### config.mk
export PLATFORM = sky130hd
export DESIGN_NAME = spi_rom_stream
export DESIGN_NICKNAME = d
export VERILOG_FILES = /design/src/rtl/spi_rom_stream_pkg.sv /design/src/rtl/spi_rom_stream_fifo.sv /design/src/rtl/spi_rom_stream.sv
export SDC_FILE = /design/constraint.sdc
export NUM_CORES = 1
export LEC_CHECK = 0
export BUFFER_PORTS_ARGS = -buffer_cell sky130_fd_sc_hd__buf_2
export CELL_PAD_IN_SITES_DETAIL_PLACEMENT = 1
export CELL_PAD_IN_SITES_GLOBAL_PLACEMENT = 1
export CORE_ASPECT_RATIO = 0.9
export CORE_MARGIN = 2
export CORE_UTILIZATION = 45
export CTS_BUF_LIST = sky130_fd_sc_hd__clkbuf_8
export DETAILED_ROUTE_END_ITERATION = 6
export HOLD_SLACK_MARGIN = 0.02
export PLACE_DENSITY = 0.78
export SLEW_MARGIN = 20
export SYNTH_ARGS = -nofsm -noshare
export SYNTH_HDL_FRONTEND = slang
export SYNTH_SLANG_ARGS = --single-unit
### constraint.sdc
create_clock -name clk -period 32.7 [get_ports clk]
set_clock_uncertainty 0.15 [all_clocks]
set_input_delay 3.27 -clock clk [delete_from_list [all_inputs] [get_ports clk]]
set_output_delay 3.27 -clock clk [all_outputs]
set_load 0.02 [all_outputs]
### src/rtl/spi_rom_stream_pkg.sv
// Shared constants for the SPI ROM stream feeder: address pages, status
// bit positions and small helper functions.
package spi_rom_stream_pkg;

    // Pages selected by spi_addr[31:24]
    localparam logic [7:0] PAGE_ROM  = 8'h00;
    localparam logic [7:0] PAGE_CTRL = 8'hFF;
    localparam logic [7:0] PAGE_CMD  = 8'hFE;

    // Bit positions inside the status byte
    localparam int ST_LOAD_DONE = 0;
    localparam int ST_DONE_REQ  = 1;
    localparam int ST_EMPTY     = 2;
    localparam int ST_FULL      = 3;
    localparam int ST_OVERFLOW  = 7;

    // Increment that sticks at 8'hFF instead of wrapping
    function automatic logic [7:0] sat_inc8(input logic [7:0] v);
        return (v == 8'hFF) ? v : v + 8'd1;
    endfunction

    // Assemble the status byte; unused bits read as zero
    function automatic logic [7:0] pack_status(input logic overflow,
                                               input logic full,
                                               input logic empty,
                                               input logic done_req,
                                               input logic load_done);
        logic [7:0] s;
        s               = 8'h00;
        s[ST_OVERFLOW]  = overflow;
        s[ST_FULL]      = full;
        s[ST_EMPTY]     = empty;
        s[ST_DONE_REQ]  = done_req;
        s[ST_LOAD_DONE] = load_done;
        return s;
    endfunction

endpackage

### src/rtl/spi_rom_stream_fifo.sv
// First-word-fall-through FIFO. The head entry is always presented on
// o_rdata; a push into a full FIFO is accepted only together with a pop.
module sync_fifo_fwft #(
    parameter int WIDTH      = 41,
    parameter int DEPTH_LOG2 = 4
) (
    input  logic             clk,
    input  logic             reset,
    input  logic             i_push,
    input  logic [WIDTH-1:0] i_wdata,
    input  logic             i_pop,
    output logic [WIDTH-1:0] o_rdata,
    output logic             o_full,
    output logic             o_empty
);
    localparam int                  DEPTH     = 1 << DEPTH_LOG2;
    localparam logic [DEPTH_LOG2:0] DEPTH_CNT = (DEPTH_LOG2 + 1)'(DEPTH);

    logic [WIDTH-1:0]      r_mem [DEPTH];
    logic [DEPTH_LOG2-1:0] r_wr_ptr;
    logic [DEPTH_LOG2-1:0] r_rd_ptr;
    logic [DEPTH_LOG2:0]   r_count;
    logic                  w_pop_ok;
    logic                  w_push_ok;

    assign o_empty = (r_count == (DEPTH_LOG2 + 1)'(0));
    assign o_full  = (r_count == DEPTH_CNT);
    assign o_rdata = r_mem[r_rd_ptr];

    // Qualify push/pop: pop needs data, push into full needs a same-cycle pop
    always_comb begin
        w_pop_ok  = i_pop & ~o_empty;
        w_push_ok = i_push & (~o_full | w_pop_ok);
    end

    // Storage, pointers and occupancy
    always_ff @(posedge clk or posedge reset) begin
        if (reset) begin
            for (int i = 0; i < DEPTH; i++) begin
                r_mem[i] <= {WIDTH{1'b0}};
            end
            r_wr_ptr <= DEPTH_LOG2'(0);
            r_rd_ptr <= DEPTH_LOG2'(0);
            r_count  <= (DEPTH_LOG2 + 1)'(0);
        end else begin
            if (w_push_ok) begin
                r_mem[r_wr_ptr] <= i_wdata;
                r_wr_ptr        <= r_wr_ptr + DEPTH_LOG2'(1);
            end
            if (w_pop_ok) begin
                r_rd_ptr <= r_rd_ptr + DEPTH_LOG2'(1);
            end
            case ({w_push_ok, w_pop_ok})
                2'b10:   r_count <= r_count + (DEPTH_LOG2 + 1)'(1);
                2'b01:   r_count <= r_count - (DEPTH_LOG2 + 1)'(1);
                default: r_count <= r_count;
            endcase
        end
    end

endmodule

### src/rtl/spi_rom_stream.sv
// SPI write decoder for the ROM load path: pairs even/odd ROM bytes into
// 16-bit words queued for SDRAM, and owns the CPU-control register, the
// load-done command and a status byte.
module spi_rom_stream
    import spi_rom_stream_pkg::*;
#(
    parameter int DEPTH_LOG2 = 4,
    parameter int ADDR_BITS  = 25
) (
    input  logic                 clk,
    input  logic                 reset,
    input  logic                 spi_wr,
    input  logic [31:0]          spi_addr,
    input  logic [7:0]           spi_data,
    output logic                 word_valid,
    input  logic                 word_ready,
    output logic [ADDR_BITS-1:0] word_addr,
    output logic [15:0]          word_data,
    output logic [7:0]           cpu_control,
    output logic                 load_done,
    output logic [7:0]           status,
    output logic [7:0]           drop_count
);
    localparam int FW = 16 + ADDR_BITS;

    logic          r_wr_q;
    logic [7:0]    r_lo;
    logic [7:0]    r_cpu_control;
    logic          r_done_req;
    logic          r_load_done;
    logic          r_overflow;
    logic [7:0]    r_drop_count;
    logic [7:0]    r_status;

    logic          w_stb;
    logic          w_lo_wr;
    logic          w_push_req;
    logic          w_ctrl_wr;
    logic          w_cmd_wr;
    logic          w_cmd_clr;
    logic          w_pop;
    logic          w_drop;
    logic          w_full;
    logic          w_empty;
    logic [FW-1:0] w_wdata;
    logic [FW-1:0] w_rdata;

    // One action per rising edge of the SPI write level
    assign w_stb = spi_wr & ~r_wr_q;

    // Page decode of the strobed write
    always_comb begin
        w_lo_wr    = 1'b0;
        w_push_req = 1'b0;
        w_ctrl_wr  = 1'b0;
        w_cmd_wr   = 1'b0;
        if (w_stb) begin
            case (spi_addr[31:24])
                PAGE_ROM: begin
                    if (spi_addr[0]) begin
                        w_push_req = 1'b1;
                    end else begin
                        w_lo_wr = 1'b1;
                    end
                end
                PAGE_CTRL: w_ctrl_wr = 1'b1;
                PAGE_CMD:  w_cmd_wr  = 1'b1;
                default:   w_lo_wr   = 1'b0;
            endcase
        end else begin
            w_lo_wr = 1'b0;
        end
    end

    // Odd byte completes the word; the even byte comes from the latch
    assign w_wdata   = {spi_addr[ADDR_BITS-1:1], 1'b0, spi_data, r_lo};
    assign w_cmd_clr = w_cmd_wr & ~spi_data[0];
    assign w_pop     = ~w_empty & word_ready;
    assign w_drop    = w_push_req & w_full & ~w_pop;

    sync_fifo_fwft #(
        .WIDTH      (FW),
        .DEPTH_LOG2 (DEPTH_LOG2)
    ) u_fifo (
        .clk     (clk),
        .reset   (reset),
        .i_push  (w_push_req),
        .i_wdata (w_wdata),
        .i_pop   (w_pop),
        .o_rdata (w_rdata),
        .o_full  (w_full),
        .o_empty (w_empty)
    );

    // Edge register, byte latch, control/command registers and flags
    always_ff @(posedge clk or posedge reset) begin
        if (reset) begin
            r_wr_q        <= 1'b0;
            r_lo          <= 8'h00;
            r_cpu_control <= 8'h00;
            r_done_req    <= 1'b0;
            r_load_done   <= 1'b0;
            r_overflow    <= 1'b0;
            r_drop_count  <= 8'h00;
            r_status      <= pack_status(1'b0, 1'b0, 1'b1, 1'b0, 1'b0);
        end else begin
            r_wr_q <= spi_wr;
            if (w_lo_wr) begin
                r_lo <= spi_data;
            end
            if (w_ctrl_wr) begin
                r_cpu_control <= spi_data;
            end
            if (w_cmd_wr) begin
                r_done_req <= spi_data[0];
            end
            if (w_cmd_clr) begin
                r_overflow <= 1'b0;
            end else if (w_drop) begin
                r_overflow <= 1'b1;
            end
            if (w_drop) begin
                r_drop_count <= sat_inc8(r_drop_count);
            end
            // Done only once requested, drained, and nothing entering now
            if (w_cmd_clr) begin
                r_load_done <= 1'b0;
            end else if (r_done_req & w_empty & ~w_push_req) begin
                r_load_done <= 1'b1;
            end
            r_status <= pack_status(r_overflow, w_full, w_empty, r_done_req, r_load_done);
        end
    end

    assign word_valid  = ~w_empty;
    assign word_addr   = w_rdata[FW-1:16];
    assign word_data   = w_rdata[15:0];
    assign cpu_control = r_cpu_control;
    assign load_done   = r_load_done;
    assign status      = r_status;
    assign drop_count  = r_drop_count;

endmodule

==> results.sh, run 1 <==
export IMPL_hold_viol=0
export IMPL_nets=1984
export IMPL_synth_adder_area_share_pct=0.3645
export IMPL_async_flop_share_pct=100.0
export IMPL_synth_area_mux_share_pct=38.16
export IMPL_synth_warnings=0
export IMPL_power_density_mw_per_mm2=56.23
export IMPL_p_leak_uw=0.01690
export IMPL_yosys_area_share_simple_pct=2.159
export IMPL_finalSetupViolCount=0
export IMPL_cts_tree="built"
export IMPL_global_route_usage_total_pct=22.17
export IMPL_routed_via_count=16850
export IMPL_vdd_ir_drop_worst_uv=53.18
export IMPL_status="complete, no violations"
export IMPL_min_path_type="reg2reg"
export IMPL_drive_gt1_share_pct=55.91
export IMPL_yosysUniqueCellTypes=43
export IMPL_clock_fmax_mhz=124.2
export IMPL_ys_ff_latch=686
export IMPL_drtPass1Iterations=4
export IMPL_place_inst=2699
export IMPL_syn2layout_area_growth_pct=11.03
export IMPL_yosysMostFrequentCell="dfrtp_1"
export IMPL_ys_top_cells_by_count="685 x dfrtp_1, 601 x mux2_2, 200 x mux4_2"
export IMPL_post_cts_resized=0
export IMPL_cap_viol_max_count=0
export IMPL_min_period_ps=8050
export IMPL_clockBufferDepth=3
export IMPL_post_route_period_util_pct=24.62
export IMPL_port_buffers=106
export IMPL_gr_total_overflow=0
export IMPL_antenna_found_initial=3
export IMPL_post_drt_wl_per_cell_um=26.08
export IMPL_fin_cells=2900
export IMPL_hpwlAfterDp_um=41440
export IMPL_yosysSeqAreaShare_pct=55.57
export IMPL_gp_congestion=0.7356
export IMPL_initial_core_util_pct=45.30
export IMPL_die_h_um=252.6
export IMPL_synth_xor_area_share_pct=0.4820
export IMPL_fin_setup_tns_ps=0
export IMPL_r2r_cells=12
export IMPL_die_width_um=280.2
export IMPL_final_antenna_net_count=0
export IMPL_pin_count=111
export IMPL_syn_inst=1837
export IMPL_hold_depth=0
export IMPL_cp_end_kind="output pin"
export IMPL_maxSlewHeadroom_pct=33.00
export IMPL_insertion_delay_ps=740
export IMPL_cts_made_buffers=113
export IMPL_cts_setup_buffers=0
export IMPL_yosys_area_top_type="dfrtp_1"
export IMPL_die_area_mm2=0.07077
export IMPL_drt_iter0_drc=1072
export IMPL_worst_setup_path_type="reg2out"
export IMPL_synthFlopType="dfrtp_1"
export IMPL_report_final_slew_viol_count=0
export IMPL_drc=0
export IMPL_worstSetupStartpointType="flop"
export IMPL_synth_top_family_by_area="multiplexers"
export IMPL_tightest_slew_ps=1005
export IMPL_crit_fanout=60
export IMPL_htree_num_levels=3
export IMPL_cts_root_buf="clkbuf_8"
export IMPL_mappedNetlistArea_mm2=0.03089
export IMPL_core_area_mm2=0.06820
export IMPL_cp_data_arrival_time_ps=4630
export IMPL_finalWirelength_um=75620
export IMPL_synth_area_top_cells="dfrtp_1 55%, mux2_2 22%, mux4_2 15%"
export IMPL_rsz0062_at_grt="no"
export IMPL_cts_hold_buf=0
export IMPL_clkSlewWorstSetupHoldPaths_ps=60
export IMPL_synth_compound_area_share_pct=0.2997
export IMPL_yosysTopAreaCellShare_pct=55.49
export IMPL_synth_edff_count=0
export IMPL_grt_pass1_wl_um=119000
export IMPL_synth_area_per_cell_um2=16.82
export IMPL_routed_via_density=5.810
export IMPL_rows=91
export IMPL_first_global_vias=19430
export IMPL_worstPathRequired_ps=29280
export IMPL_cts_sinks=686
export IMPL_grt_max_degree=113
[cells by family (layout without fill, tap and decap cells)]
family,Yosys count,count (layout)
AO/OA/AOI/OAI,13,13
XOR/XNOR,17,17
adder cells (fa/ha/maj),9,9
buffers and inverters,173,347
flip-flops,686,686
multiplexers,847,847
other,1,7
AND/OR/NAND/NOR,91,91
[path summary, 6_finish.rpt]
kind	startpoint	to	slack [ps]
max in group asynchronous	reset	u_fifo.r_mem[160]	26790
worst max register to register	u_fifo.r_count[1]	u_fifo.r_count[4]	28920
worst min-delay path	r_overflow	status[7]	240
worst max-delay path	u_fifo.r_rd_ptr[1]	word_data[0]	24650
min in group asynchronous	reset	status[1]	2550
worst min register to register	r_overflow	status[7]	240
[final cells by class]
class	instances	area, um^2
Sequential cell	686	17180
Inverter	8	37.54
Clock inverter	53	280.3
Timing Repair Buffer	141	800.8
Fill cell	6380	33900
Tap cell	883	1105
Multi-Input combinational cell	981	12890
Antenna cell	3	7.507
Clock buffer	145	1996
[flip-flops by register name, summed over array words and instances, names as in the netlist]
register and count:
u_fifo.r_rd_ptr 4, r_overflow 1, r_wr_q 1, u_fifo.r_wr_ptr 4, u_fifo.r_count 5, drop_count 8, status 5, u_fifo.r_mem 640
cpu_control 8, r_lo 8, load_done 1, r_done_req 1
[report_power, final]
part | internal [uW] | switching, uW | total (uW)
registers | 858 | 43.9 | 902
logic | 115 | 156 | 271
clock network | 404 | 351 | 755
[layer usage]
metal | up-vias | wire (um) | GRT usage [%]
met2 | 341 | 37600 | 36.75
li1 | 7058 | - | -
met5 | - | 13 | 0
met1 | 9314 | 33280 | 29.90
met3 | 135 | 2835 | 3.910
met4 | 2 | 1895 | 6.860
[stage by stage]
stage          util, %  worst slack, ps  power, uW  cell area, um^2  hold WS, ps
2_1_floorplan        -            10050       1120            30900        204.4
3_3_place_gp     46.92            25340       1190            32000        221.8
3_5_place_dp     46.92            25300       1196            32000        234.4
4_1_cts          50.26            24490       1957            34280        246.8
5_1_grt          50.29            24260       2012            34300        254.7
6_report         50.29            24650       1929            34300        241.7
[critical path: stages, from the launching register on]
cell	delay, ps
dfrtp_4	940
buf_4	820
buf_4	870
mux4_2	420
mux4_2	550
buf_2	200
[cells in the final DEF, fill, tap and decap left out, types with 4 or more instances in the layout]
| cell | count |
|---|---|
| and2_1 | 4 |
| buf_2 | 106 |
| buf_4 | 33 |
| clkbuf_8 | 145 |
| clkinv_2 | 6 |
| conb_1 | 4 |
| dfrtp_1 | 681 |
| ha_1 | 9 |
| inv_1 | 47 |
| mux2_1 | 45 |
| mux2_2 | 601 |
| mux4_2 | 200 |
| nand2_1 | 11 |
| nand2b_1 | 6 |
| nand3_1 | 6 |
| nor2_1 | 8 |
| nor2b_1 | 14 |
| nor3_1 | 5 |
| nor4_1 | 7 |
| nor4_4 | 10 |
| nor4b_1 | 5 |
| or4b_4 | 4 |
| xnor2_1 | 4 |
| xor2_1 | 13 |
(Power assumes the default switching activity.)
==> run 2: changes to the inputs <==
clock period = 7.9 ns   (was 32.7 ns; I/O delays follow)
==> results.sh, run 2 (synthesized netlist as in run 1, its figures left out) <==
export IMPL_final_area_mm2=0.03444
export IMPL_rows=91
export IMPL_p_leak_uw=0.01695
export IMPL_worstSetupStartpointType="flop"
export IMPL_crit_path_max_incr_delay_ps=720
export IMPL_top_register="u_fifo.r_mem"
export IMPL_insertion_delay_ps=730
export IMPL_final_antenna_net_count=0
export IMPL_drtPass1Iterations=5
export IMPL_die_h_um=252.6
export IMPL_vdd_ir_drop_worst_uv=207.0
export IMPL_cts_sinks=686
export IMPL_htree_num_levels=3
export IMPL_clkSlewWorstSetupHoldPaths_ps=60
export IMPL_min_path_type="in2async"
export IMPL_switching_share_pct=28.61
export IMPL_gr_total_overflow=0
export IMPL_post_route_period_util_pct=59.90
export IMPL_setup_ws_ps=3168
export IMPL_die_width_um=280.2
export IMPL_cap_viol_max_count=0
export IMPL_gp_congestion=0.7166
export IMPL_power_frac_seq_pct=46.2
export IMPL_antenna_found_initial=6
export IMPL_slowest_stage="buf_4"
export IMPL_clkPwrFrac_pct=39.2
export IMPL_cpMostUsedCell="mux4_2"
export IMPL_holdWs_ps=104.0
export IMPL_cp_cell_sequence="buf_16 > buf_4 > mux4_2 > mux4_2 > buf_2"
export IMPL_placed_cell_area_mm2=0.03207
export IMPL_core_area_mm2=0.06820
export IMPL_cts_tree="built"
export IMPL_die_area_mm2=0.07077
export IMPL_largest_reg_flops=640
export IMPL_status="complete, no violations"
export IMPL_drc=0
export IMPL_routed_via_density=5.837
export IMPL_worstPathRequired_ps=6960
export IMPL_routed_via_count=16970
export IMPL_ff_latch_area_mm2=0.01718
export IMPL_drive_gt1_share_pct=56.35
export IMPL_cp_end_kind="output pin"
export IMPL_hold_viol=0
export IMPL_finalWirelength_um=75420
export IMPL_cts_root_buf="clkbuf_8"
export IMPL_port_buffers=106
export IMPL_post_drt_wl_per_cell_um=25.94
export IMPL_p_total_uw=8056
export IMPL_multi_input_area_mm2=0.01288
export IMPL_grt_max_degree=186
export IMPL_p_int_uw=5751
export IMPL_mostFrequentLayoutCell="dfrtp_1"
export IMPL_syn2layout_area_growth_pct=11.47
export IMPL_drt_iter0_drc=1195
export IMPL_maxSlewHeadroom_pct=27.16
export IMPL_clockBufferDepth=3
export IMPL_worst_setup_path_type="reg2out"
export IMPL_p_comb_share_pct=14.6
export IMPL_finalSetupViolCount=0
export IMPL_rsz0062_at_grt="no"
export IMPL_nets=1989
export IMPL_initial_core_util_pct=45.30
export IMPL_min_period_ps=4732
export IMPL_tightest_slew_ps=1089
export IMPL_crit_fanout=40
export IMPL_first_global_vias=19440
export IMPL_pin_count=111
export IMPL_global_route_usage_total_pct=21.99
export IMPL_power_density_mw_per_mm2=233.9
export IMPL_cp_data_arrival_time_ps=3790
export IMPL_p_sw_uw=2305
export IMPL_fillCellCount=6360
export IMPL_report_final_slew_viol_count=0
export IMPL_hpwlAfterDp_um=42170
export IMPL_final_cell_mix="681 x dfrtp_1, 601 x mux2_2, 200 x mux4_2, 144 x clkbuf_8, 106 x buf_2"
export IMPL_fin_util_pct=50.49
export IMPL_cts_made_buffers=113
export IMPL_clock_fmax_mhz=211.3
export IMPL_grt_pass1_wl_um=118100
export IMPL_dp_slack_ps=3389
==> run 2: worst paths after layout <==
path,from,endpoint,slack (ps),cells past startpoint
min in group clk,r_overflow,status[7],240,0
worst max register to register,u_fifo.r_count[1],u_fifo.r_count[4],3990,12
max in group asynchronous,reset,u_fifo.r_mem[376],5730,4
worst min register to register,r_overflow,status[7],240,0
worst max-delay path,u_fifo.r_rd_ptr[0],word_data[8],3170,5
worst min-delay path,reset,drop_count[2],100,3
==> run 2: layout make-up <==
cell class                 count  share of cell area [%]
timing repair buffer         146                   2.634
clock buffer                 144                   5.755
sequential                   686                   49.89
antenna                        2                 0.01453
clock inverter                58                  0.9882
tap                          883                   3.208
multi-input combinational    981                   37.41
inverter                       8                 0.09810
==> run 2: metrics by stage <==
stage               TNS [ps]  std cells
global route               0       2908
CTS                        0       2905
global placement           0       2702
detailed placement         0       2702
floorplan           -1661360       1840
finish                     0       2908
==> run 2: repair_timing <==
item | 4_1_cts | 5_1_grt
buffers inserted | 0 | 0
resized for setup | 0 | 0
endpoints found under the hold margin | 1 | 0
hold buffers | 1 | 0
==> run 2: power by group through the flow <==
stage / combinational [uW] / clock, uW / sequential, uW
global route: 1270 / 3410 / 3730
floorplan: 998 / 0 / 3640
detailed placement: 1130 / 0 / 3840
finish: 1180 / 3160 / 3720
CTS: 1130 / 3250 / 3780
global placement: 1120 / 0 / 3830
==> run 2: critical path: cells and delay by family (launching register included) <==
kind	cells	cell delay (ps)
multiplexers	2	1160
flip-flops	1	650
buffers and inverters	3	1220
==> run 2: layer usage <==
layer | vias up | part of all wire (%) | global-route usage (%)
met5 | - | 0.016 | 0
met4 | 2 | 3.0 | 7.456
met3 | 164 | 3.9 | 4.003
met2 | 382 | 51 | 37.06
met1 | 9344 | 42 | 28.80
li1 | 7082 | - | -
==> run 3: changes to the inputs <==
clock period = 4.7 ns   (was 7.9 ns; I/O delays follow)
==> results.sh, run 3 (synthesized netlist as in run 1, its figures left out) <==
export IMPL_routed_via_density=5.760
export IMPL_cp_data_arrival_time_ps=4340
export IMPL_cap_viol_max_count=0
export IMPL_clkPwrFrac_pct=37.8
export IMPL_cts_sinks=686
export IMPL_tightest_slew_ps=898.8
export IMPL_finalSetupViolCount=0
export IMPL_die_width_um=280.2
export IMPL_hpwlAfterDp_um=42700
export IMPL_grt_busiest_layer="met2"
export IMPL_cp_end_kind="flop"
export IMPL_die_area_mm2=0.07077
export IMPL_fillCellCount=6338
export IMPL_top_register="u_fifo.r_mem"
export IMPL_clkSlewWorstSetupHoldPaths_ps=60
export IMPL_p_leak_uw=0.01705
export IMPL_post_route_period_util_pct=83.94
export IMPL_gp_congestion=0.7377
export IMPL_hold_viol=0
export IMPL_p_int_uw=9508
export IMPL_min_path_type="in2reg"
export IMPL_grt_use_met1_pct=28.90
export IMPL_core_area_mm2=0.06820
export IMPL_final_antenna_net_count=0
export IMPL_routed_via_count=16890
export IMPL_crit_fanout=19
export IMPL_htree_num_levels=3
export IMPL_use_met2_pct=36.02
export IMPL_nets=2013
export IMPL_met3_usage_pct=3.956
export IMPL_maxSlewHeadroom_pct=40.08
export IMPL_min_period_ps=3945
export IMPL_port_buffers=106
export IMPL_drive_gt1_share_pct=55.30
export IMPL_cts_tree="built"
export IMPL_post_drt_wl_per_cell_um=25.42
export IMPL_power_density_mw_per_mm2=384.2
export IMPL_first_global_vias=19360
export IMPL_report_final_slew_viol_count=0
export IMPL_p_sw_uw=3791
export IMPL_fin_util_pct=50.75
export IMPL_rsz0062_at_grt="no"
export IMPL_global_route_usage_total_pct=21.52
export IMPL_final_cell_mix="681 x dfrtp_1, 601 x mux2_2, 200 x mux4_2, 140 x clkbuf_8, 106 x buf_2"
export IMPL_fin_cells=2932
export IMPL_clock_fmax_mhz=253.5
export IMPL_gr_total_overflow=0
export IMPL_power_frac_seq_pct=46.7
export IMPL_grt_max_degree=145
export IMPL_cts_root_buf="clkbuf_8"
export IMPL_drt_iter0_drc=935
export IMPL_clockBufferDepth=3
export IMPL_switching_share_pct=28.50
export IMPL_holdWs_ps=87.65
export IMPL_pin_count=111
export IMPL_cts_made_buffers=111
export IMPL_largest_reg_flops=640
export IMPL_syn2layout_area_growth_pct=12.04
export IMPL_worstSetupStartpointType="flop"
export IMPL_worstPathRequired_ps=5100
export IMPL_initial_core_util_pct=45.30
export IMPL_vdd_ir_drop_worst_uv=278.5
export IMPL_grt_pass1_wl_um=116400
export IMPL_drc=0
export IMPL_status="complete, no violations"
export IMPL_p_comb_share_pct=15.5
export IMPL_worst_setup_path_type="reg2reg"
export IMPL_fin_setup_tns_ps=0
export IMPL_drtPass1Iterations=4
export IMPL_place_inst=2711
export IMPL_p_total_uw=13300
export IMPL_rows=91
export IMPL_mostFrequentLayoutCell="dfrtp_1"
export IMPL_finalWirelength_um=74540
export IMPL_die_h_um=252.6
export IMPL_antenna_found_initial=3
export IMPL_insertion_delay_ps=710
==> run 3: path summary, 6_finish.rpt <==
path                       depth (start not counted)               from                end  slack [ps]
setup reg to reg                                  12  u_fifo.r_count[1]  u_fifo.r_count[4]         750
min in group asynchronous                          3              reset      drop_count[6]         340
max in group asynchronous                          4              reset  u_fifo.r_mem[476]        2820
setup / recovery                                  12  u_fifo.r_count[1]  u_fifo.r_count[4]         750
hold / removal                                     2       spi_addr[14]  u_fifo.r_mem[112]          90
hold reg to reg                                    0         r_overflow          status[7]         260
==> run 3: critical path, cell delays in order (launching register included) <==
cell and delay [ps]:
dfrtp_1 470, or4_4 600, nor3_4 120, buf_4 370, nor2_1 170, inv_1 110, ha_1 340, xor2_1 130
ha_1 250, nor4b_1 340, mux2i_1 180, o211a_1 150, a2111oi_0 430
==> run 3: per-stage QoR <==
| step | setup slack, ps | cell area, um^2 |
|---|---|---|
| after floorplan | -5305 | 30910 |
| after global placement | 1062 | 32220 |
| after detailed placement | 727.5 | 32220 |
| after CTS | 662.3 | 34610 |
| after global routing | 403.0 | 34610 |
| final | 754.7 | 34610 |
==> run 3: cell type report <==
cell class              instances  area, um^2  share of cell area [%]
multi-input cells             981       12880                   37.22
well taps                     883        1105                   3.192
repair buffers                172        1211                   3.499
clock buffers                 140        1927                   5.567
inverters                       8       33.78                 0.09760
clock inverters                60       267.8                  0.7735
flip-flops and latches        686       17180                   49.63
diodes                          2       5.005                 0.01446
==> run 3: routing by layer <==
metal	up-vias	part of all wire [%]
li1	7112	-
met1	9328	43
met2	324	51
met3	121	4.4
met4	2	2.1
met5	-	0.016
==> run 3: power groups by stage <==
stage          combinational, uW  clock (uW)  sequential, uW
2_1_floorplan               1680           0            6120
3_3_place_gp                2080           0            6310
3_5_place_dp                2090           0            6320
4_1_cts                     2110        5180            6210
5_1_grt                     2220        5420            6220
6_report                    2060        5030            6210
==> run 3: what timing repair did <==
item,in CTS,in global routing
gates resized for setup,0,0
hold buffers,19,0
hold endpoints to repair,185,0
setup buffers,0,0
